File: config.mk
export PLATFORM = sky130hd
export DESIGN_NAME = hex_entry_flat
export DESIGN_NICKNAME = d
export VERILOG_FILES = /design/src/rtl/hex_entry_if.sv /design/src/rtl/hex_entry.sv /design/src/flat_wrapper.sv
export SDC_FILE = /design/constraint.sdc
export NUM_CORES = 1
export LEC_CHECK = 0
export CORE_MARGIN = 3
export CORE_UTILIZATION = 50
export DETAILED_ROUTE_END_ITERATION = 10
export PLACE_DENSITY = 0.76
export SLEW_MARGIN = 20
export SYNTH_ARGS = -nofsm -noshare
export SYNTH_HDL_FRONTEND = slang
export SYNTH_SLANG_ARGS = --single-unit
File: constraint.sdc
create_clock -name clk -period 2.9 [get_ports clk]
set_input_delay 0.58 -clock clk [delete_from_list [all_inputs] [get_ports clk]]
set_output_delay 0.58 -clock clk [all_outputs]
set_load 0.05 [all_outputs]
File: src/rtl/hex_entry_if.sv
// Button/preset inputs and display/commit outputs of the hex entry block.
interface hex_entry_if;
   logic       btn_inc;
   logic       btn_dec;
   logic       btn_sel;
   logic       btn_ok;
   logic       load_en;
   logic [7:0] load_data;
   logic [7:0] edit_value;
   logic       digit_sel;
   logic [7:0] data_out;
   logic       data_valid;

   modport master (
      output btn_inc, btn_dec, btn_sel, btn_ok, load_en, load_data,
      input  edit_value, digit_sel, data_out, data_valid
   );

   modport slave (
      input  btn_inc, btn_dec, btn_sel, btn_ok, load_en, load_data,
      output edit_value, digit_sel, data_out, data_valid
   );
endinterface

File: src/rtl/hex_entry.sv
// Two-digit hex value entry: four debounced buttons edit an 8-bit buffer
// nibble by nibble, OK commits it to data_out with a one-cycle valid pulse.

// Per-button synchronizer, debouncer and rising-edge event pulse.
module hex_entry_db #(
   parameter int unsigned DEBOUNCE_CYCLES = 16
) (
   input  logic clk,
   input  logic rst_n,
   input  logic i_btn,
   output logic o_evt
);
   localparam logic [15:0] CNT_LAST = 16'(DEBOUNCE_CYCLES - 1);

   logic [1:0]  r_sync;
   logic        r_lvl;
   logic        r_lvl_d;
   logic        r_evt;
   logic [15:0] r_cnt;

   // Two-flop synchronizer for the raw asynchronous button.
   always_ff @(posedge clk or negedge rst_n) begin
      if (!rst_n) r_sync <= 2'b00;
      else        r_sync <= {r_sync[0], i_btn};
   end

   // Level flips only after DEBOUNCE_CYCLES consecutive disagreeing samples.
   always_ff @(posedge clk or negedge rst_n) begin
      if (!rst_n) begin
         r_lvl <= 1'b0;
         r_cnt <= '0;
      end else if (r_sync[1] != r_lvl) begin
         if (r_cnt == CNT_LAST) begin
            r_lvl <= ~r_lvl;
            r_cnt <= '0;
         end else begin
            r_cnt <= r_cnt + 16'd1;
         end
      end else begin
         r_cnt <= '0;
      end
   end

   // One-cycle event the cycle after the debounced level rises.
   always_ff @(posedge clk or negedge rst_n) begin
      if (!rst_n) begin
         r_lvl_d <= 1'b0;
         r_evt   <= 1'b0;
      end else begin
         r_lvl_d <= r_lvl;
         r_evt   <= r_lvl & ~r_lvl_d;
      end
   end

   assign o_evt = r_evt;
endmodule

module hex_entry #(
   parameter int unsigned DEBOUNCE_CYCLES = 16
) (
   input  logic           clk,
   input  logic           rst_n,
   hex_entry_if.slave     bus
);
   typedef enum logic [1:0] {EDIT_HI, EDIT_LO, COMMIT} state_t;

   // Event order in the vector: 0 inc, 1 dec, 2 sel, 3 ok.
   logic [3:0] w_btn;
   logic [3:0] w_evt;
   logic [3:0] w_nib;
   logic [3:0] w_nib_nx;
   logic [7:0] w_edit_nx;

   state_t     r_state;
   logic [7:0] r_edit;
   logic [7:0] r_data_out;
   logic       r_data_valid;
   logic       r_digit_sel;

   assign w_btn = {bus.btn_ok, bus.btn_sel, bus.btn_dec, bus.btn_inc};

   for (genvar g = 0; g < 4; g++) begin : g_db
      hex_entry_db #(.DEBOUNCE_CYCLES(DEBOUNCE_CYCLES)) u_db (
         .clk   (clk),
         .rst_n (rst_n),
         .i_btn (w_btn[g]),
         .o_evt (w_evt[g])
      );
   end

   // Selected nibble stepped up or down; the other nibble is carried through untouched.
   always_comb begin
      w_nib     = r_digit_sel ? r_edit[7:4] : r_edit[3:0];
      w_nib_nx  = w_evt[0] ? (w_nib + 4'd1) : (w_nib - 4'd1);
      w_edit_nx = r_digit_sel ? {w_nib_nx, r_edit[3:0]} : {r_edit[7:4], w_nib_nx};
   end

   // Edit FSM. The commit is latched on the edge entering COMMIT so data_out
   // and data_valid are visible for exactly the COMMIT cycle.
   always_ff @(posedge clk or negedge rst_n) begin
      if (!rst_n) begin
         r_state      <= EDIT_HI;
         r_edit       <= 8'h00;
         r_data_out   <= 8'h00;
         r_data_valid <= 1'b0;
         r_digit_sel  <= 1'b1;
      end else begin
         r_data_valid <= 1'b0;
         if (bus.load_en) begin
            r_edit      <= bus.load_data;
            r_state     <= EDIT_HI;
            r_digit_sel <= 1'b1;
         end else begin
            case (r_state)
               COMMIT: begin
                  r_state     <= EDIT_HI;
                  r_digit_sel <= 1'b1;
               end
               default: begin
                  if (w_evt[3]) begin
                     r_state      <= COMMIT;
                     r_data_out   <= r_edit;
                     r_data_valid <= 1'b1;
                     r_digit_sel  <= 1'b1;
                  end else if (w_evt[2]) begin
                     r_state     <= (r_state == EDIT_HI) ? EDIT_LO : EDIT_HI;
                     r_digit_sel <= (r_state != EDIT_HI);
                  end else if (w_evt[0] ^ w_evt[1]) begin
                     r_edit <= w_edit_nx;
                  end
               end
            endcase
         end
      end
   end

   assign bus.edit_value = r_edit;
   assign bus.digit_sel  = r_digit_sel;
   assign bus.data_out   = r_data_out;
   assign bus.data_valid = r_data_valid;
endmodule

File: src/flat_wrapper.sv
// flat-port wrapper written by rule: the top's interface ports become plain ports
module hex_entry_flat 
#(
   parameter int unsigned DEBOUNCE_CYCLES = 16
)
  (clk, rst_n, bus_btn_inc, bus_btn_dec, bus_btn_sel, bus_btn_ok, bus_load_en, bus_load_data, bus_edit_value, bus_digit_sel, bus_data_out, bus_data_valid);
  hex_entry_if bus_i ();
  input  logic clk;
  input  logic rst_n;
  input wire logic [$bits(bus_i.btn_inc)-1:0] bus_btn_inc;
  input wire logic [$bits(bus_i.btn_dec)-1:0] bus_btn_dec;
  input wire logic [$bits(bus_i.btn_sel)-1:0] bus_btn_sel;
  input wire logic [$bits(bus_i.btn_ok)-1:0] bus_btn_ok;
  input wire logic [$bits(bus_i.load_en)-1:0] bus_load_en;
  input wire logic [$bits(bus_i.load_data)-1:0] bus_load_data;
  output wire logic [$bits(bus_i.edit_value)-1:0] bus_edit_value;
  output wire logic [$bits(bus_i.digit_sel)-1:0] bus_digit_sel;
  output wire logic [$bits(bus_i.data_out)-1:0] bus_data_out;
  output wire logic [$bits(bus_i.data_valid)-1:0] bus_data_valid;
  assign bus_i.btn_inc = bus_btn_inc;
  assign bus_i.btn_dec = bus_btn_dec;
  assign bus_i.btn_sel = bus_btn_sel;
  assign bus_i.btn_ok = bus_btn_ok;
  assign bus_i.load_en = bus_load_en;
  assign bus_i.load_data = bus_load_data;
  assign bus_edit_value = bus_i.edit_value;
  assign bus_digit_sel = bus_i.digit_sel;
  assign bus_data_out = bus_i.data_out;
  assign bus_data_valid = bus_i.data_valid;
  hex_entry #(.DEBOUNCE_CYCLES(DEBOUNCE_CYCLES)) u_core (.clk(clk), .rst_n(rst_n), .bus(bus_i));
endmodule
==> results.cfg, run 1 <==
[worst_setup_path]
cp_slowest_cell = dfstp_2
cp_slowest_stage_delay_ns = 0.64
crit_path_end_kind = flop
r2r_start = u_core.bus.digit_sel
critical_path.cell_chain = mux2_2 -> ha_1 -> and3b_1 -> a2111o_1 -> or4_1 -> a31oi_1
r2r_end = u_core.bus.edit_value[7]
regToRegSetupSlack_ns = 0.22
cp.required_ns = 3.18
cp_max_fo = 8
crit_path_start_kind = flop
critPathArrivalTime_ns = 2.96
reg2reg_depth = 6
critical_path_class = reg -> reg

[logic_synthesis]
ys_async_sr_fraction_pct = 100
synth-simple-area-share_pct = 22.2
synth_fa_ha_area_share_pct = 2.02
synth.distinct_cells = 41
syn-mean-instance-area_um2 = 10.8
synth_edf_count = 0
synth_area_leaders = dfrtp_1, xor2_1, nor2_1, xnor2_1, mux2_2
synth_xor_area_share_pct = 10.4
synth_ff_type = dfrtp_1
synth_nets = 458
synth_area_um2 = 4710
synth_top_family_by_area = simple AND/OR/NAND/NOR gates
ys_warn_count = 0
ys_ff_latch = 104
synth_compound_area_share_pct = 3.50
syn_inst = 436
synthTopCellsByCount = dfrtp_1, nor2_1, xor2_1
synth_top_cell_by_area = dfrtp_1
seq_area_frac_synth_pct = 55.2
yosysMostFrequentCell = dfrtp_1
netlist.area_leader.share_pct = 54.7
synthMuxAreaShare_pct = 4.83

[global_routing]
grt_max_degree = 61
antenna_found_initial = 0
grt_pass1_vias = 3203
grtUsageTotal_pct = 17.5
overflow = 0
grt_pass1_wl_mm = 14.8

[clocking]
cts_setup_buffers = 0
cts_resized = 0
cts_buffer_depth = 2
cts.clk_slew.worst_paths_ns = 0.10
cts_tree = built
insertion_delay_ns = 0.36
h-tree-depth = 3
numCtsBuffers = 9
clock-root-buffer = clkbuf_8
clock_sinks = 104
cts_hold_buf = 0

[floorplan]
fp.dieW_um = 103
ios = 33
core_area_um2 = 8930
rows = 34
die_h_um = 103
start_util_pct = 52.8
dieArea_um2 = 10600

[pwr]
leakage_nw = 2.33
power_per_cell_area_nw_per_um2 = 472
p_seq_share_pct = 59.9
pwr-share-clk_pct = 32.4
ir_drop_uv = 221
power.switching_uw = 626
combPwrFrac_pct = 7.7
p_sw_share_pct = 24.9
internal_power_mw = 1.89

[place]
gp_congestion = 0.886
io_buffers = 32
place_ws_ns = 0.251
hpwlAfterDp_mm = 5.94

[hold_path]
min_path_type = in -> async

[detailed_routing]
ant_nets = 0
drcViolationCount = 0
drt_pass1_iterations = 4
first_iter_violations = 103
vias = 3293
wirelength_mm = 8.48
drt-wirelength-per-cell_um = 14.4
viasPerCell = 5.61

[sta]
finalHoldViolations = 0
setup_tns_ns = 0
maxSlewViolCount = 0
setup_ws_ns = 0.218
finClkSkew_ns = 0.0110
worst_pin_slew_ns = 0.728
finalSetupViolCount = 0
slew_headroom_pct = 51.4
layout_min_cycle_time_ns = 2.68
finalCritPeriodShare_pct = 92.5
fmax_mhz = 373
rsz0062_at_grt = no

[job]
drv_cap = 0

[final_layout]
num_antenna_cells = 0
finalNetCount = 496
post-route-util_pct = 59.7
layout-drive-gt1-share_pct = 7.10
areaGrowthSynthToFinish_pct = 13.1

[outcome]
status = completed
-- layer usage --
| layer | track usage, % | wire length (um) |
|---|---|---|
| met1 | 24.8 | 4040 |
| met2 | 26.7 | 3840 |
| met3 | 3.18 | 433 |
| met4 | 7.17 | 158 |
| met5 | 0 | 0 |
-- critical path: cells and delay by family, from the launching register on --
| family | cells | cell delay [ns] |
|---|---|---|
| DFF | 1 | 0.64 |
| AOI/OAI and AO/OA | 2 | 0.57 |
| muxes | 1 | 0.38 |
| and+or+nand+nor | 2 | 0.67 |
| adders and majority gates | 1 | 0.34 |
-- layout by cell type, fill, tap and decap left out, types with 2 or more instances in the layout --
cell,instances
clkbuf_8,10
buf_4,5
dfrtp_1,103
clkdlybuf4s50_1,31
nor2_1,59
nand2_1,26
mux2i_1,7
or4_1,3
nand3b_1,2
and2_1,3
xnor2_1,24
or3_1,9
and3_1,9
nand3_1,13
ha_1,6
inv_1,12
and4_1,9
o31ai_1,3
clkbuf_1,2
nor2b_1,5
o21ai_0,6
a21oi_1,10
mux2_2,14
nor3_1,7
a31oi_1,2
nand4_1,24
xor2_1,32
o21ai_1,6
clkinv_4,2
nor4_1,20
-- power groups by stage --
stage / Sequential [mW] / Clock, mW / Combinational [mW]
floorplan: 1.57 / 0 / 0.0690
global placement: 1.53 / 0 / 0.192
detailed placement: 1.53 / 0 / 0.198
CTS: 1.51 / 0.837 / 0.199
global route: 1.51 / 0.896 / 0.215
finish: 1.51 / 0.814 / 0.195
-- state kept, by name, summed over array words and instances (netlist names) --
register,cells
u_core.bus.digit_sel,1
u_core.bus.data_out,8
u_core.bus.edit_value,8
u_core.g_db.u_db.r_lvl_d,4
u_core.r_state,2
u_core.g_db.u_db.o_evt,4
u_core.g_db.u_db.r_cnt,64
u_core.g_db.u_db.r_sync,8
u_core.g_db.u_db.r_lvl,4
u_core.bus.data_valid,1
-- logic make-up after synthesis --
group,after synthesis
xor gates and xnor gates,56
buffers and inverters,21
muxes,21
DFF,104
AOI/OAI and AO/OA,29
adders and majority gates,7
and+or+nand+nor,198
-- worst max path at each step --
stage / slack, ns / start / to
2_1_floorplan: 0.13 / u_core.bus.digit_sel / u_core.bus.edit_value[7]
3_3_place_gp: 0.36 / u_core.bus.digit_sel / u_core.bus.edit_value[7]
3_5_place_dp: 0.25 / u_core.bus.digit_sel / u_core.bus.edit_value[7]
4_1_cts: 0.22 / u_core.bus.digit_sel / u_core.bus.edit_value[7]
5_1_grt: 0.15 / u_core.bus.digit_sel / u_core.bus.edit_value[7]
6_report: 0.22 / u_core.bus.digit_sel / u_core.bus.edit_value[7]
-- cell type report --
cell class,instances,area [um2]
fill,760,3600
sequential,104,2600
multi-input combinational,311,2020
timing repair buffer,36,348
clock buffer,12,145
tap,108,135
inverter,12,45.0
clock inverter,4,30.0
-- per-stage QoR --
step / total power [mW] / hold slack [ns] / cell area, um2 / std cells
global route: 2.62 / 0.301 / 5330 / 587
detailed placement: 1.73 / 0.335 / 5160 / 571
finish: 2.52 / 0.256 / 5330 / 587
floorplan: 1.64 / 0.284 / 4710 / 436
CTS: 2.54 / 0.276 / 5330 / 587
global placement: 1.73 / 0.334 / 5160 / 571
Power figures use the tool's default switching activity.
==> run 2, diff against run 1 <==
--- a/config.mk
+++ b/config.mk
@@ -5,10 +5,10 @@
 export SDC_FILE = /design/constraint.sdc
 export NUM_CORES = 1
 export LEC_CHECK = 0
-export CORE_MARGIN = 3
-export CORE_UTILIZATION = 50
+export CORE_MARGIN = 2
+export CORE_UTILIZATION = 43
 export DETAILED_ROUTE_END_ITERATION = 10
-export PLACE_DENSITY = 0.76
+export PLACE_DENSITY = 0.68
 export SLEW_MARGIN = 20
 export SYNTH_ARGS = -nofsm -noshare
 export SYNTH_HDL_FRONTEND = slang
==> results.cfg, run 2 (synthesized netlist as in run 1, its figures left out) <==
[outcome]
status = completed

[final_layout]
largest_reg_flops = 64
top_register = u_core.g_db.u_db.r_cnt
post-route-util_pct = 50.3
n_fill_cell = 985
layout-drive-gt1-share_pct = 7.32
final_cell_mix = dfrtp_1, nor2_1, xor2_1
finalNetCount = 495
layout_commonest_cell = dfrtp_1
num_antenna_cells = 0
areaGrowthSynthToFinish_pct = 14.7

[floorplan]
fp.dieW_um = 109
dieArea_um2 = 11800
die_h_um = 109
core_area_um2 = 10700
start_util_pct = 43.9
rows = 38
ios = 33

[detailed_routing]
drt-wirelength-per-cell_um = 14.0
wirelength_mm = 8.67
first_iter_violations = 207
ant_nets = 0
vias = 3269
drcViolationCount = 0
drt_pass1_iterations = 6
viasPerCell = 5.29

[place]
hpwlAfterDp_mm = 5.92
place_ws_ns = 0.288
io_buffers = 32
gp_congestion = 0.809

[sta]
layout_min_cycle_time_ns = 2.65
finClkSkew_ns = 0.00871
maxSlewViolCount = 0
rsz0062_at_grt = no
fmax_mhz = 377
finalCritPeriodShare_pct = 91.5
finalSetupViolCount = 0
worst_pin_slew_ns = 0.518
setup_ws_ns = 0.246
finalHoldViolations = 0
setup_tns_ns = 0
slew_headroom_pct = 65.4

[worst_setup_path]
cp_slowest_cell = dfstp_2
cp.required_ns = 3.19
critPathArrivalTime_ns = 2.95
cp_slowest_stage_delay_ns = 0.63
critical_path.cell_chain = mux2_2 -> ha_1 -> and3b_1 -> a2111o_1 -> or4b_1 -> a31oi_1
crit_path_end_kind = flop
critical_path_class = reg -> reg
crit_path_start_kind = flop
cp_max_fo = 8

[clocking]
clock_sinks = 104
cts_buffer_depth = 2
cts_resized = 0
cts_hold_buf = 0
insertion_delay_ns = 0.37
numCtsBuffers = 9
h-tree-depth = 3
cts_tree = built
cts.clk_slew.worst_paths_ns = 0.10
cts_setup_buffers = 0
clock-root-buffer = clkbuf_8

[global_routing]
antenna_found_initial = 0
overflow = 0
grt_pass1_vias = 3251
grt_pass1_wl_mm = 15.0
grt_max_degree = 49
grtUsageTotal_pct = 15.9

[pwr]
power_per_cell_area_nw_per_um2 = 488
ir_drop_uv = 202
leakage_nw = 2.35

[job]
drv_cap = 0

[hold_path]
min_path_type = in -> async
==> run 2: final cells by class <==
| class | count | area, um2 | area share, % |
|---|---|---|---|
| well taps | 140 | 175 | 3.24 |
| flip-flops and latches | 104 | 2600 | 48.2 |
| inverters | 12 | 45.0 | 0.833 |
| repair buffers | 35 | 353 | 6.53 |
| multi-input cells | 311 | 2020 | 37.4 |
| clock buffers | 11 | 151 | 2.80 |
| clock inverters | 5 | 53.8 | 0.995 |
==> run 2: critical path, delay by kind of cell (launching register included) <==
kind | cells | cell delay, ns
flops | 1 | 0.63
simple gates | 2 | 0.68
compound gates | 2 | 0.58
fa+ha+maj | 1 | 0.34
mux | 1 | 0.35
==> run 2: per-stage QoR <==
| step | total power [mW] | instances | hold slack [ns] | instance area (um2) |
|---|---|---|---|---|
| final | 2.64 | 618 | 0.162 | 5410 |
| after global routing | 2.76 | 618 | 0.189 | 5410 |
| after CTS | 2.67 | 618 | 0.172 | 5410 |
| after detailed placement | 1.73 | 602 | 0.336 | 5200 |
| after global placement | 1.73 | 602 | 0.334 | 5200 |
| after floorplan | 1.64 | 436 | 0.284 | 4710 |
==> run 2: per-layer routing <==
| layer | wire length [um] | track usage (%) | up-vias | part of all wire, % |
|---|---|---|---|---|
| li1 | - | - | 1610 | - |
| met1 | 4150 | 21.0 | 1586 | 48 |
| met2 | 4040 | 25.9 | 59 | 47 |
| met3 | 291 | 2.75 | 14 | 3.4 |
| met4 | 183 | 7.23 | 0 | 2.1 |
| met5 | 0 | 0 | - | 0 |
==> run 2: final timing paths <==
path | start | to | slack (ns) | cells after the start
hold reg to reg | u_core.g_db[0].u_db.r_sync[0] | u_core.g_db[0].u_db.r_sync[1] | 0.35 | 0
setup reg to reg | u_core.bus.digit_sel | u_core.bus.edit_value[3] | 0.25 | 6
setup / recovery | u_core.bus.digit_sel | u_core.bus.edit_value[3] | 0.25 | 6
max in group asynchronous | rst_n | u_core.g_db[0].u_db.r_cnt[5] | 2.06 | 2
min in group clk | u_core.g_db[0].u_db.r_sync[0] | u_core.g_db[0].u_db.r_sync[1] | 0.35 | 0
hold / removal | rst_n | u_core.g_db[2].u_db.r_cnt[11] | 0.16 | 1
==> run 2: report_power, final <==
group / switching [mW] / internal, mW / total [mW] / leakage, nW
clock: 0.488 / 0.445 / 0.934 / 0.109
sequential: 0.0275 / 1.48 / 1.51 / 1.40
combinational: 0.122 / 0.0738 / 0.196 / 0.837
total: 0.638 / 2.00 / 2.64 / 2.35
==> run 3, diff against run 2 <==
--- a/config.mk
+++ b/config.mk
@@ -5,10 +5,11 @@
 export SDC_FILE = /design/constraint.sdc
 export NUM_CORES = 1
 export LEC_CHECK = 0
+export CAP_MARGIN = 15
 export CORE_MARGIN = 2
 export CORE_UTILIZATION = 43
 export DETAILED_ROUTE_END_ITERATION = 10
-export PLACE_DENSITY = 0.68
+export PLACE_DENSITY_LB_ADDON = 0.3
 export SLEW_MARGIN = 20
 export SYNTH_ARGS = -nofsm -noshare
 export SYNTH_HDL_FRONTEND = slang
==> results.cfg, run 3 (synthesized netlist as in run 1, its figures left out) <==
[global_routing]
grt_max_degree = 105
antenna_found_initial = 0
met1_usage_pct = 20.4
grt_pass1_wl_mm = 14.3
use_met3_pct = 3.71
overflow = 0
grtUsageTotal_pct = 15.3
grt-busiest-layer = met2
grt_pass1_vias = 3171
use_met2_pct = 23.7

[floorplan]
rows = 38
die_h_um = 109
fp.dieW_um = 109
start_util_pct = 43.9
ios = 33
dieArea_um2 = 11800
core_area_um2 = 10700

[final_layout]
layout-drive-gt1-share_pct = 6.92
seqCellArea_um2 = 2600
layout_commonest_cell = dfrtp_1
final_cell_mix = dfrtp_1, nor2_1, xor2_1
top_register = u_core.g_db.u_db.r_cnt
finalNetCount = 494
areaGrowthSynthToFinish_pct = 14.6
largest_reg_flops = 64
n_fill_cell = 982
num_antenna_cells = 0
multi_input_area_um2 = 2020

[sta]
rsz0062_at_grt = no
worst_pin_slew_ns = 0.562
layout_min_cycle_time_ns = 2.62
setup_ws_ns = 0.280
finalHoldViolations = 0
slew_headroom_pct = 62.5
fmax_mhz = 382
finalCritPeriodShare_pct = 90.3
finalSetupViolCount = 0
maxSlewViolCount = 0
setup_tns_ns = 0
finClkSkew_ns = 0.0142

[pwr]
ir_drop_uv = 268
leakage_nw = 2.34
power_per_cell_area_nw_per_um2 = 486

[worst_setup_path]
setup.worst_path.end = u_core.bus.edit_value[7]
crit_path_start_kind = flop
crit_path_end_kind = flop
critPathArrivalTime_ns = 2.91
cp_max_fo = 8
cp.required_ns = 3.19
reg2reg_depth = 6
r2r_end = u_core.bus.edit_value[7]
critical_path_class = reg -> reg
regToRegSetupSlack_ns = 0.28
r2r_start = u_core.bus.digit_sel
critPathLaunch = u_core.bus.digit_sel

[outcome]
status = completed

[clocking]
cts_resized = 0
numCtsBuffers = 9
cts_setup_buffers = 0
cts_buffer_depth = 2
insertion_delay_ns = 0.36
clock_sinks = 104
h-tree-depth = 3
clock-root-buffer = clkbuf_8
cts_tree = built
cts.clk_slew.worst_paths_ns = 0.10
cts_hold_buf = 0

[detailed_routing]
ant_nets = 0
first_iter_violations = 143
viasPerCell = 5.29
drt_pass1_iterations = 4
drcViolationCount = 0
drt-wirelength-per-cell_um = 13.2
wirelength_mm = 8.17
vias = 3263

[place]
place_ws_ns = 0.289
hpwlAfterDp_mm = 5.50
io_buffers = 32
gp_congestion = 0.831

[hold_path]
min_path_type = in -> async

[job]
drv_cap = 0
## run 3: worst min-delay path by stage
stage | end | slack, ns | cells after the start
after floorplan | u_core.bus.data_out[0] | 0.28 | 0
after global placement | u_core.g_db[3].u_db.r_sync[1] | 0.34 | 0
after detailed placement | u_core.g_db[0].u_db.r_sync[1] | 0.33 | 0
after CTS | u_core.g_db[2].u_db.r_cnt[10] | 0.29 | 2
after global routing | u_core.bus.data_out[0] | 0.31 | 2
final | u_core.g_db[2].u_db.r_cnt[12] | 0.24 | 2
## run 3: layout make-up
class                           instances  share of cell area, %
Clock buffer                           12                   2.87
Clock inverter                          4                  0.950
Inverter                               12                  0.834
Timing Repair Buffer                   34                   6.39
Multi-Input combinational cell        311                   37.5
Sequential cell                       104                   48.2
Tap cell                              140                   3.24
## run 3: worst max-delay path, stage by stage, from the launching register on
cell and delay [ns]:
dfstp_2 0.64, mux2_2 0.36, ha_1 0.33, and3b_1 0.18
a2111o_1 0.38, or4_1 0.48, a31oi_1 0.18
## run 3: report_power, final
part | internal (mW) | switching, mW | total [mW]
logic | 0.0725 | 0.121 | 0.193
clock network | 0.449 | 0.478 | 0.926
registers | 1.48 | 0.0259 | 1.50
## run 3: layer usage
metal	up-vias	part of all wire (%)
met5	-	0
met4	0	1.9
met3	11	4.0
met2	49	46
met1	1591	48
li1	1612	-
## run 3: through the flow
| step | hold WS, ns | cells | total power, mW | instance area [um2] | util [%] |
|---|---|---|---|---|---|
| floorplan | 0.284 | 436 | 1.64 | 4710 | - |
| global placement | 0.335 | 601 | 1.73 | 5190 | 48.3 |
| detailed placement | 0.335 | 601 | 1.73 | 5190 | 48.3 |
| CTS | 0.289 | 617 | 2.67 | 5400 | 50.3 |
| global route | 0.309 | 617 | 2.75 | 5400 | 50.3 |
| finish | 0.242 | 617 | 2.62 | 5400 | 50.3 |
